===== config.mk =====
export PLATFORM = sky130hd
export DESIGN_NAME = mul_repadd_ctrl_flat
export DESIGN_NICKNAME = d
export VERILOG_FILES = /design/src/rtl/mul_repadd_ctrl_if.sv /design/src/rtl/mul_repadd_ctrl.sv /design/src/flat_wrapper.sv
export SDC_FILE = /design/constraint.sdc
export NUM_CORES = 1
export LEC_CHECK = 0
export ABC_AREA = 1
export BUFFER_PORTS_ARGS = -buffer_cell sky130_fd_sc_hd__buf_2
export CAP_MARGIN = 20
export CORE_UTILIZATION = 45
export CTS_BUF_LIST = sky130_fd_sc_hd__clkbuf_4 sky130_fd_sc_hd__clkbuf_8
export DETAILED_ROUTE_END_ITERATION = 10
export PLACE_DENSITY = 0.71
export SLEW_MARGIN = 20
export SYNTH_ARGS = -nofsm -noshare
export SYNTH_HDL_FRONTEND = slang
export SYNTH_SLANG_ARGS = --single-unit

===== constraint.sdc =====
create_clock -name clk -period 1.5 [get_ports clk]
set_input_delay 0.15 -clock clk [delete_from_list [all_inputs] [get_ports clk]]
set_output_delay 0.15 -clock clk [all_outputs]
set_load 0.02 [all_outputs]

===== src/rtl/mul_repadd_ctrl_if.sv =====
// Control bundle between the repeated-addition controller and its datapath/operand source.
// master = controller side, slave = datapath plus operand source side.
interface mul_repadd_ctrl_if #(
    parameter int W = 8
);
    logic         start;
    logic         abort;
    logic         data_valid;
    logic         eqz;
    logic         data_ready;
    logic         ldA;
    logic         ldB;
    logic         clrs;
    logic         ldS;
    logic         decB;
    logic         busy;
    logic         done;
    logic [W-1:0] iter_cnt;

    modport master (
        input  start, abort, data_valid, eqz,
        output data_ready, ldA, ldB, clrs, ldS, decB, busy, done, iter_cnt
    );

    modport slave (
        output start, abort, data_valid, eqz,
        input  data_ready, ldA, ldB, clrs, ldS, decB, busy, done, iter_cnt
    );
endinterface


===== src/rtl/mul_repadd_ctrl.sv =====
// Sequencer for the repeated-addition multiplier: loads A then B, loops add/decrement until B==0.
// Latency: done at cycle n+4 after start (n = B), plus one cycle per data_valid-low cycle while loading.
// Backpressure: operands accepted only when data_ready && data_valid; start ignored while busy.
module mul_repadd_ctrl #(
    parameter int W = 8
) (
    input  logic                  clk,
    input  logic                  rst_n,
    mul_repadd_ctrl_if.master     bus
);

    typedef enum logic [2:0] {
        IDLE,
        LDA,
        LDB,
        ADD,
        DONE
    } state_t;

    state_t       state_q;
    state_t       state_d;
    logic [W-1:0] iter_q;

    logic data_ready;
    logic ld_a;
    logic ld_b;
    logic clr_s;
    logic ld_s;
    logic dec_b;
    logic done;
    logic clr_cnt;

    always_ff @(posedge clk or negedge rst_n) begin
        if (!rst_n) begin
            state_q <= IDLE;
        end else begin
            state_q <= state_d;
        end
    end

    // Abort is tested first in every busy loading/looping state so it wins over data_valid and eqz.
    always_comb begin
        state_d    = state_q;
        data_ready = 1'b0;
        ld_a       = 1'b0;
        ld_b       = 1'b0;
        clr_s      = 1'b0;
        ld_s       = 1'b0;
        dec_b      = 1'b0;
        done       = 1'b0;
        clr_cnt    = 1'b0;
        case (state_q)
            IDLE: begin
                if (bus.start) begin
                    state_d = LDA;
                    clr_cnt = 1'b1;
                end
            end
            LDA: begin
                data_ready = 1'b1;
                if (bus.abort) begin
                    state_d = IDLE;
                end else if (bus.data_valid) begin
                    ld_a    = 1'b1;
                    clr_s   = 1'b1;
                    state_d = LDB;
                end
            end
            LDB: begin
                data_ready = 1'b1;
                if (bus.abort) begin
                    state_d = IDLE;
                end else if (bus.data_valid) begin
                    ld_b    = 1'b1;
                    state_d = ADD;
                end
            end
            ADD: begin
                if (bus.abort) begin
                    state_d = IDLE;
                end else if (!bus.eqz) begin
                    ld_s  = 1'b1;
                    dec_b = 1'b1;
                end else begin
                    state_d = DONE;
                end
            end
            DONE: begin
                done    = 1'b1;
                state_d = IDLE;
            end
            default: begin
                state_d = IDLE;
            end
        endcase
    end

    // Counts issued adds; wraps naturally at 2^W and freezes on abort since ld_s drops.
    always_ff @(posedge clk or negedge rst_n) begin
        if (!rst_n) begin
            iter_q <= '0;
        end else if (clr_cnt) begin
            iter_q <= '0;
        end else if (ld_s) begin
            iter_q <= iter_q + 1'b1;
        end
    end

    assign bus.data_ready = data_ready;
    assign bus.ldA        = ld_a;
    assign bus.ldB        = ld_b;
    assign bus.clrs       = clr_s;
    assign bus.ldS        = ld_s;
    assign bus.decB       = dec_b;
    assign bus.busy       = (state_q != IDLE);
    assign bus.done       = done;
    assign bus.iter_cnt   = iter_q;

endmodule

===== src/flat_wrapper.sv =====
// flat-port wrapper written by rule: the top's interface ports become plain ports
module mul_repadd_ctrl_flat 
#(
    parameter int W = 8
)
  (clk, rst_n, bus_start, bus_abort, bus_data_valid, bus_eqz, bus_data_ready, bus_ldA, bus_ldB, bus_clrs, bus_ldS, bus_decB, bus_busy, bus_done, bus_iter_cnt);
  mul_repadd_ctrl_if #(.W(W)) bus_i ();
  input  logic clk;
  input  logic rst_n;
  input wire logic [$bits(bus_i.start)-1:0] bus_start;
  input wire logic [$bits(bus_i.abort)-1:0] bus_abort;
  input wire logic [$bits(bus_i.data_valid)-1:0] bus_data_valid;
  input wire logic [$bits(bus_i.eqz)-1:0] bus_eqz;
  output wire logic [$bits(bus_i.data_ready)-1:0] bus_data_ready;
  output wire logic [$bits(bus_i.ldA)-1:0] bus_ldA;
  output wire logic [$bits(bus_i.ldB)-1:0] bus_ldB;
  output wire logic [$bits(bus_i.clrs)-1:0] bus_clrs;
  output wire logic [$bits(bus_i.ldS)-1:0] bus_ldS;
  output wire logic [$bits(bus_i.decB)-1:0] bus_decB;
  output wire logic [$bits(bus_i.busy)-1:0] bus_busy;
  output wire logic [$bits(bus_i.done)-1:0] bus_done;
  output wire logic [$bits(bus_i.iter_cnt)-1:0] bus_iter_cnt;
  assign bus_i.start = bus_start;
  assign bus_i.abort = bus_abort;
  assign bus_i.data_valid = bus_data_valid;
  assign bus_i.eqz = bus_eqz;
  assign bus_data_ready = bus_i.data_ready;
  assign bus_ldA = bus_i.ldA;
  assign bus_ldB = bus_i.ldB;
  assign bus_clrs = bus_i.clrs;
  assign bus_ldS = bus_i.ldS;
  assign bus_decB = bus_i.decB;
  assign bus_busy = bus_i.busy;
  assign bus_done = bus_i.done;
  assign bus_iter_cnt = bus_i.iter_cnt;
  mul_repadd_ctrl #(.W(W)) u_core (.clk(clk), .rst_n(rst_n), .bus(bus_i));
endmodule

==> summary.md, run 1 <==
| Metric | Value |
|---|---|
| Status | `completed` |
| Hold Startpoint | `bus_abort` |
| Core area | `0.00151 mm²` |
| Max Fclk | `0.699 GHz` |
| Diodes inserted | `0` |
| Nets | `138` |
| Post-Place Cells | `139` |
| Clock tree sinks | `11` |
| Post-detail-place hpwl | `1.17 mm` |
| Post-Synth XOR/XNOR Area | `0%` |
| Crit path DAT | `about 1.3 ns` |
| Initial Util | `approximately 48%` |
| Residual DRC | `0` |
| R2R depth | `9` |
| Std cell rows | `14` |
| Synth Area in Compound Gates | `6.59%` |
| First-iteration detailed-routing DRC count | `15` |
| IO Count | `22` |
| Die area | `0.00177 mm²` |
| Peak supply drop | `0.755 mV` |
| ANT nets after route | `0` |
| Multiplexer share of the synthesized area | `0%` |
| Layout area overhead | `26.3%` |
| Leading post-synthesis cells by cell area | `dfrtp_1, nand2_1, inv_1, nor2_1, nand3_1` |
| WL/cell | `10.5 µm` |
| Largest area contributor in the netlist | `dfrtp_1` |
| Final Hold Viols | `0` |
| Commonest non-fill, non-tap cell in the layout | `nand2_1` |
| TritonCTS Buffers | `3` |
| Pleak | `a little under 0.0005 µW` |
| Initial antenna violation count | `0` |
| Delay-heaviest family, CP | `flip-flops` |
| Final Max Slew Viols | `0` |
| CTS tree | `built` |
| FF-to-FF setup slack | `0.21 ns` |
| Crit path kind | `reg2out` |
| Worst-Skew Late Latency | `0.27 ns` |
| Worst Setup End Kind | `output port` |
| Largest net degree at the start of global routing | `12` |
| Yosys Warn Count | `0` |
| Gr ovfl total | `0` |
| Register area share after synthesis | `38.1%` |
| Final wirelength | `1.53 mm` |
| First-pass GRT wire length | `roughly 2.7 mm` |
| Post-synth cell types | `21` |
| Worst hold path cell count | `4` |
| R2r endpoint | `u_core.state_q[0]$_DFFE_PN0P_` |
| Clk buf depth | `2` |
| Adder-cell share of the synthesized area | `1.73%` |
| Critical R2R Launch | `u_core.state_q[1]$_DFFE_PN0P_` |
| Relative slew slack | `83.2%` |
| Root Driver | `clkbuf_4` |
| # Max-Cap Violations | `0` |
| Sequential Power Share | `a little over a third` |
| Vias | `between 700 and 800` |
| Crit start category | `register` |
| Slew @ Worst Pin | `roughly 0.25 ns` |
| Final cell count without fillers | `146` |
| Largest family of logic cells by synthesized area | `simple AND/OR/NAND/NOR gates` |
| Switch share | `44.4%` |
| Die extent in x | `around 42 µm` |
| Hold crit path type | `in2reg` |
| Top cell type's share of synthesized area | `38.1%` |
| Via count of the first global-routing pass | `639` |
| Net Count, Synth | `around 110` |
| Finish-stage setup viols | `0` |
| Slowest Stage Delay on Critical Path | `0.42 ns` |
| Internal power | `608 µW` |
| Cells along the critical path | `inv_1, nor2_2, nand2_2, nor3_2, buf_2` |
| Clk slew on worst S/H paths | `0.07 ns` |
| RD Place Congestion | `0.776` |
| Slowest cell on crit path | `dfrtp_1` |
| Setup TNS | `0 ns` |
| Die height | `between 40 and 50 µm` |
| Mapped Avg Cell Area | `6.94 µm²` |
| Power share of the clock group | `20.2%` |
| DRT Pass-1 Iters | `3` |
| Fin crit share | `95.4%` |
| Gate Count Post-Synth | `104` |
| Critical Path RT | `roughly 1.4 ns` |
| IO Port Bufs | `21` |
| Post-Syn Area | `722 µm²` |
| Simple-Gate Fraction of Synth Area | `42.8%` |
| H-tree levels | `1` |
| Final Skew | `0.00260 ns` |
| Comb power frac | `44.7%` |
| Pwr per Cell Area | `1200 mW/mm²` |
| Synth Register Bits | `11` |
| Via/cell ratio | `5.07` |
| CP max FO | `5` |
| Crit path time final | `1.43 ns` |
| Commonest non-fill, non-tap cells in the layout | `nand2_1, buf_2, inv_1, dfrtp_1, nor2_1` |
| Fraction of layout cells with a size suffix above 1 | `a little under a third` |
| NetSw | `~480 µW` |
| Total power | `roughly 1100 µW` |
| GRT Overall Usage | `20.3%` |
| Hold EP | `u_core.state_q[2]$_DFFE_PN0P_` |
| Buffers & Inverters on Critical Path | `2` |
## kinds of logic after synthesis
| group | after synthesis |
|---|---|
| simple gates | 66 |
| buf+inv | 17 |
| compound gates | 9 |
| flops | 11 |
| fa+ha+maj | 1 |
## Yosys cell counts
cell and number:
nor3_1 3, nand2_2 3, buf_4 2, dfrtp_1 11, nor3b_1 1, nor2_1 11, o21ai_0 5, inv_1 13
o21bai_1 1, ha_1 1, clkinv_2 1, nand3_1 5, o21ai_1 1, nand4_1 3, nand3_4 1, nand2_1 35
nand3b_1 1, nand3_2 2, clkinv_4 1, a21oi_1 2, nor2_2 1
## worst max-delay path by stage
stage                                             from                                  to  slack (ns)  depth (start not counted)
finish                   u_core.state_q[0]$_DFFE_PN0P_                            bus_clrs        0.07                          5
global route             u_core.state_q[2]$_DFFE_PN0P_                             bus_ldB      -0.004                          4
CTS                      u_core.state_q[2]$_DFFE_PN0P_                             bus_ldS        0.02                          4
detailed placement       u_core.state_q[0]$_DFFE_PN0P_  u_core.bus.iter_cnt[7]$_DFFE_PN0P_        0.29                          6
global placement    u_core.bus.iter_cnt[0]$_DFFE_PN0P_  u_core.bus.iter_cnt[4]$_DFFE_PN0P_        0.32                          4
floorplan                u_core.state_q[2]$_DFFE_PN0P_                             bus_ldA        0.18                          4
## worst register-to-register path: stages, from the launching register on
cell and delay, ns:
dfrtp_1 0.44, nand2_1 0.11, clkinv_2 0.08, nand3_4 0.10, buf_4 0.15, nand2_1 0.07
inv_1 0.09, nand2_2 0.06, nand2_1 0.05, nand2_1 0.04
## cell type report
type | count | area, µm²
sequential | 11 | 275
clock buffer | 4 | 30.0
multi-input combinational | 76 | 389
inverter | 15 | 65.1
tap | 16 | 20.0
fill | 149 | 594
timing repair buffer | 24 | 133
## timing repair
item | CTS | global route
gates resized for setup | 0 | 7
setup endpoints to repair | 0 | 6
endpoints found under the hold margin | 11 | 0
setup buffers | 0 | 2
hold buffers | 1 | 0
## power groups by stage
| stage | clock network, µW | registers (µW) | logic (µW) |
|---|---|---|---|
| after floorplan | 0 | 389 | 331 |
| after CTS | 226 | 377 | 462 |
| after global routing | 243 | 389 | 539 |
| final | 220 | 383 | 488 |
| after detailed placement | 0 | 383 | 459 |
| after global placement | 0 | 380 | 453 |
## flip-flops by register name, indices dropped and copies added, names as in the netlist
signal               count
u_core.bus.iter_cnt      8
u_core.state_q           3
## layer usage
metal / wire (µm) / GRT usage, %
met4: 18 / 7.50
met1: 716 / 27.4
met5: 0 / 0
met2: 750 / 31.6
met3: 48 / 5.17
## metrics by stage
step	hold WS (ns)	setup slack [ns]	cell area, µm²	utilization (%)
3_3_place_gp	0.0350	0.319	837	55.6
3_5_place_dp	0.0342	0.293	837	55.6
5_1_grt	0.275	-0.00434	912	60.5
6_report	0.256	0.0696	912	60.5
4_1_cts	0.235	0.0189	877	58.2
2_1_floorplan	-0.146	0.178	727	-
Note: power is estimated with default switching activity, not from simulation.
==> run 2, diff against run 1 <==
CORE_UTILIZATION = 50   (was 45)
PLACE_DENSITY = 0.78   (was 0.71)
==> run 2 against run 1 <==
Via count grew 0.81%. Clock skew grew 0.0055 ns. Worst hold slack lost 0.018 ns. Count of clock-buffer cells in the layout is the same. Largest power group unchanged. Critical path depth is the same. Register-to-register slack is essentially flat. Design area grew 0.14%. Routed wire length grew 5.0%. Critical path type unchanged. Core utilization grew 8.8 points. Clock power is essentially flat. Global-route usage grew 3.5 points. Largest cell class unchanged. Worst setup slack lost 0.023 ns.
==> summary.md, run 2 (same netlist as run 1, synthesis figures left out) <==
| Metric | Value |
|---|---|
| Critical Path RT | `1.35 ns` |
| Hold WS | `about 0.24 ns` |
| Residual DRC | `0` |
| PnR worst setup slack | `0.0461 ns` |
| Commonest non-fill, non-tap cells in the layout | `nand2_1, buf_2, nor2_1, inv_1, dfrtp_1` |
| Max Fclk | `0.688 GHz` |
| Worst Setup End Kind | `output port` |
| Commonest non-fill, non-tap cell in the layout | `nand2_1` |
| CTS tree | `built` |
| R2R depth | `6` |
| Buffers & Inverters on Critical Path | `2` |
| IO Port Bufs | `21` |
| Nets | `139` |
| Cells along the critical path | `inv_2, nor2_1, nand2_1, nor3_2, buf_4` |
| RD Place Congestion | `0.879` |
| Setup TNS | `0 ns` |
| Worst hold path cell count | `4` |
| Core area | `roughly 0.0013 mm²` |
| Clk slew on worst S/H paths | `0.07 ns` |
| Crit path time final | `1.45 ns` |
| Final Hold Viols | `0` |
| Gr ovfl total | `0` |
| Die area | `0.00160 mm²` |
| Fin crit share | `96.9%` |
| Slowest Stage Delay on Critical Path | `0.43 ns` |
| Pleak | `0.000490 µW` |
| IO Count | `22` |
| Post-Place Cells | `~140` |
| Final wirelength | `around 1.6 mm` |
| Crit path depth | `5` |
| Total power | `1120 µW` |
| Slew @ Worst Pin | `between 0.2 and 0.3 ns` |
| H-tree levels | `1` |
| Largest net degree at the start of global routing | `12` |
| Fraction of layout cells with a size suffix above 1 | `31.3%` |
| First-iteration detailed-routing DRC count | `22` |
| Final cell count without fillers | `146` |
| Layout area overhead | `26.5%` |
| GRT Overall Usage | `23.8%` |
| Via/cell ratio | `5.11` |
| Hold crit path type | `in2reg` |
| Diodes inserted | `0` |
| Relative slew slack | `80.4%` |
| Dpl ws | `0.252 ns` |
| Number of flip-flops in the largest register | `8` |
| Final Skew | `0.00807 ns` |
| Status | `completed` |
| Initial antenna violation count | `0` |
| Via count of the first global-routing pass | `574` |
| Initial Util | `between 50% and 60%` |
| TritonCTS Buffers | `3` |
| Crit start category | `register` |
| Root Driver | `clkbuf_4` |
| Std cell rows | `13` |
| Finish-stage setup viols | `0` |
| WL/cell | `between 10 and 15 µm` |
| Crit path DAT | `1.30 ns` |
| Die extent in x | `40 µm` |
| CP max FO | `5` |
| Vias | `746` |
| Die height | `40 µm` |
| Worst-Skew Late Latency | `0.27 ns` |
| Peak supply drop | `0.780 mV` |
| First-pass GRT wire length | `around 2.5 mm` |
| # Max-Cap Violations | `0` |
| Pwr per Cell Area | `1230 mW/mm²` |
| Slowest cell on crit path | `dfrtp_1` |
| ANT nets after route | `0` |
| Clock tree sinks | `11` |
| Unrepaired setup endpoints after global routing | `true` |
| Delay-heaviest family, CP | `flip-flops` |
| Post-detail-place hpwl | `1.17 mm` |
| DRT Pass-1 Iters | `4` |
| Clk buf depth | `2` |
| Final Max Slew Viols | `0` |
| Crit path kind | `reg2out` |
run 2: cell types whose count changed in the layout (fill, tap and decap cells not counted), sizes merged:
cell,delta
buf,+1
clkinv,+1
inv,-1
run 2: area by class of cell:
type / instances / area (µm²)
sequential: 11 / 275
fill: 107 / 404
timing repair buffer: 25 / 143
multi-input combinational: 76 / 384
clock buffer: 4 / 30.0
inverter: 15 / 62.6
tap: 15 / 18.8
run 2: worst reg2reg max path: stages, from the launching register on:
cell	delay, ns
dfrtp_1	0.44
nor2_1	0.22
nand3_2	0.19
nand2_1	0.13
inv_1	0.09
nand2_1	0.07
nand2_1	0.05
run 2: per-stage QoR:
step,instance area [µm²],utilization (%)
2_1_floorplan,727,-
3_3_place_gp,836,63.4
3_5_place_dp,836,63.4
4_1_cts,876,66.5
5_1_grt,913,69.3
6_report,913,69.3
run 2: worst paths after layout:
check	from	endpoint	slack, ns
worst max-delay path	u_core.state_q[0]$_DFFE_PN0P_	bus_clrs	0.05
worst min-delay path	bus_abort	u_core.state_q[2]$_DFFE_PN0P_	0.24
worst max register to register	u_core.state_q[0]$_DFFE_PN0P_	u_core.bus.iter_cnt[7]$_DFFE_PN0P_	0.20
max in group asynchronous	rst_n	u_core.state_q[1]$_DFFE_PN0P_	1.00
worst min register to register	u_core.bus.iter_cnt[7]$_DFFE_PN0P_	u_core.bus.iter_cnt[7]$_DFFE_PN0P_	0.52
min in group asynchronous	rst_n	u_core.bus.iter_cnt[2]$_DFFE_PN0P_	0.28
run 2: what timing repair did:
item	4_1_cts	5_1_grt
endpoints found under the setup margin	0	5
hold buffers	1	0
gates resized for setup	0	6
setup buffers	0	3
hold endpoints to repair	11	0
run 2: metal layers:
metal	vias up	share of wire [%]	GRT usage [%]
met5	-	0	0
li1	385	-	-
met2	29	49	36.3
met3	0	6.3	10.0
met4	0	0	5.17
met1	332	45	31.2
run 2: where the power goes:
group	total (µW)	internal (µW)	switching [µW]	leakage [µW]
Sequential	382	334	48.7	0.000151
Clock	218	121	97.0	0.0000184
Combinational	520	182	338	0.000321
Total	1120	637	484	0.000490
==> run 3, diff against run 2 <==
BUFFER_PORTS_ARGS = unset   (was -buffer_cell sky130_fd_sc_hd__buf_2)
DONT_BUFFER_PORTS = 1   (was unset)
PLACE_DENSITY = unset   (was 0.78)
==> run 3 against run 2 <==
Maximum frequency rose by 2.6%. Global-route usage grew 1.6 points. First-iteration DRC count fell by 36%. Worst hold slack worse by 0.19 ns. Die area did not move. Clock power is 4% higher. Routed wire length grew 1.1%. Non-clock buffer count down 13. Clock skew about the same. Count of clock-buffer cells in the layout is the same. Sequential share of layout area is 2.0 points higher. Cell count down 8.9%. Largest cell class unchanged. Largest power group unchanged.
==> summary.md, run 3 (same netlist as run 1, synthesis figures left out) <==
| Metric | Value |
|---|---|
| Status | `completed` |
| Gr ovfl total | `0` |
| Via count of the first global-routing pass | `610` |
| DRT Pass-1 Iters | `6` |
| H-tree levels | `1` |
| Nets | `roughly 130` |
| First-iteration detailed-routing DRC count | `14` |
| Vias | `about 700` |
| Residual DRC | `0` |
| Post-detail-place hpwl | `1.17 mm` |
| Clock tree sinks | `11` |
| Post-Place Cells | `around 120` |
| Clk slew on worst S/H paths | `0.08 ns` |
| Die extent in x | `about 40 µm` |
| Post-place instance area | `just under 800 µm²` |
| Finish-stage setup viols | `0` |
| Layout area overhead | `19.8%` |
| CTS tree | `built` |
| Diodes inserted | `0` |
| Peak supply drop | `approximately 0.8 mV` |
| Relative slew slack | `65.7%` |
| Initial antenna violation count | `0` |
| Comb power frac | `between 40% and 50%` |
| Hold crit path type | `in2reg` |
| Fraction of layout cells with a size suffix above 1 | `26.3%` |
| First-pass GRT wire length | `2.62 mm` |
| Worst-Skew Late Latency | `~0.27 ns` |
| Crit path DAT | `approximately 1.3 ns` |
| Fin crit share | `94.5%` |
| Grt peak-use layer | `met2` |
| Crit path kind | `reg2out` |
| Initial Util | `a little over half` |
| Power share of the clock group | `19.8%` |
| Grt met1 use | `34.3%` |
| IO Port Bufs | `0` |
| Final Max Slew Viols | `0` |
| Std cell rows | `13` |
| CP max FO | `5` |
| TritonCTS Buffers | `3` |
| Crit path time final | `about 1.4 ns` |
| Core area | `0.00132 mm²` |
| Critical Path RT | `around 1.4 ns` |
| Number of flip-flops in the largest register | `8` |
| Pwr per Cell Area | `1320 mW/mm²` |
| Worst Setup End Kind | `output port` |
| Die height | `about 40 µm` |
| Die area | `0.00160 mm²` |
| IO Count | `22` |
| Final core occ | `65.6%` |
| GR Util met3 | `6.67%` |
| ANT nets after route | `0` |
| Via/cell ratio | `5.23` |
| Final cell count without fillers | `133` |
| WL/cell | `between 10 and 15 µm` |
| Met2 Use GR | `38.3%` |
| Clk buf depth | `2` |
| Final Hold Viols | `0` |
| Pleak | `0.000424 µW` |
| Commonest non-fill, non-tap cells in the layout | `nand2_1, inv_1, nor2_1, buf_4, dfrtp_1` |
| Slew @ Worst Pin | `between 0.5 and 0.6 ns` |
| Root Driver | `clkbuf_4` |
| Design area | `865 µm²` |
| Switch share | `43.2%` |
| Largest net degree at the start of global routing | `12` |
| NetSw | `a little under 500 µW` |
| RD Place Congestion | `roughly 0.84` |
| Sequential Power Share | `35.4%` |
| Unrepaired setup endpoints after global routing | `true` |
| # Max-Cap Violations | `0` |
| Crit start category | `register` |
| Final Skew | `0.00782 ns` |
| Final wirelength | `1.63 mm` |
| Max Fclk | `0.705 GHz` |
| Internal power | `about 650 µW` |
| GRT Overall Usage | `25.4%` |
| Commonest non-fill, non-tap cell in the layout | `nand2_1` |
## run 3: power by group through the flow
stage | registers, µW | clock network (µW) | logic (µW)
detailed placement | 402 | 0 | 417
CTS | 397 | 228 | 427
global route | 410 | 242 | 577
floorplan | 389 | 0 | 331
global placement | 400 | 0 | 414
finish | 404 | 226 | 511
## run 3: worst paths after layout
kind | start | to | slack (ns) | depth (start not counted)
min | bus_abort | u_core.state_q[2]$_DFFE_PN0P_ | 0.05 | 3
max in group asynchronous | rst_n | u_core.state_q[0]$_DFFE_PN0P_ | 0.84 | 1
max reg2reg | u_core.state_q[0]$_DFFE_PN0P_ | u_core.bus.iter_cnt[1]$_DFFE_PN0P_ | 0.17 | 6
min in group asynchronous | rst_n | u_core.bus.iter_cnt[2]$_DFFE_PN0P_ | 0.28 | 1
min reg2reg | u_core.state_q[0]$_DFFE_PN0P_ | u_core.state_q[0]$_DFFE_PN0P_ | 0.57 | 2
max | u_core.state_q[1]$_DFFE_PN0P_ | bus_ldA | 0.08 | 4
## run 3: cell type report
| cell class | count | area [µm²] |
|---|---|---|
| inverter | 15 | 62.6 |
| clock buffer | 4 | 30.0 |
| tap | 15 | 18.8 |
| timing repair buffer | 12 | 96.3 |
| sequential | 11 | 278 |
| fill | 116 | 453 |
| multi-input combinational | 76 | 379 |
## run 3: worst max-delay path, stage by stage (launching register included)
cell	delay, ns
dfrtp_2	0.44
nor2_2	0.12
nand2_2	0.07
nor3_2	0.19
buf_6	0.17
## run 3: metrics by stage
step	setup TNS (ns)	hold WS, ns	total power, µW	setup WS [ns]
floorplan	0	-0.146	720	0.178
global placement	0	-0.145	813	0.234
detailed placement	0	-0.145	819	0.202
CTS	0	0.0491	1050	0.0293
global route	-0.0696	0.0532	1230	-0.0189
finish	0	0.0466	1140	0.0824
## run 3: layer usage
| layer | share of wire (%) | wire [µm] |
|---|---|---|
| met1 | 47 | 766 |
| met2 | 47 | 771 |
| met5 | 0 | 0 |
| met3 | 4.6 | 75 |
| met4 | 0.80 | 13 |
## run 3: what timing repair did
action	in CTS	in global routing
hold buffers	1	0
buffers inserted	0	4
gates resized for setup	0	7
endpoints found under the hold margin	11	0
setup endpoints to repair	0	6
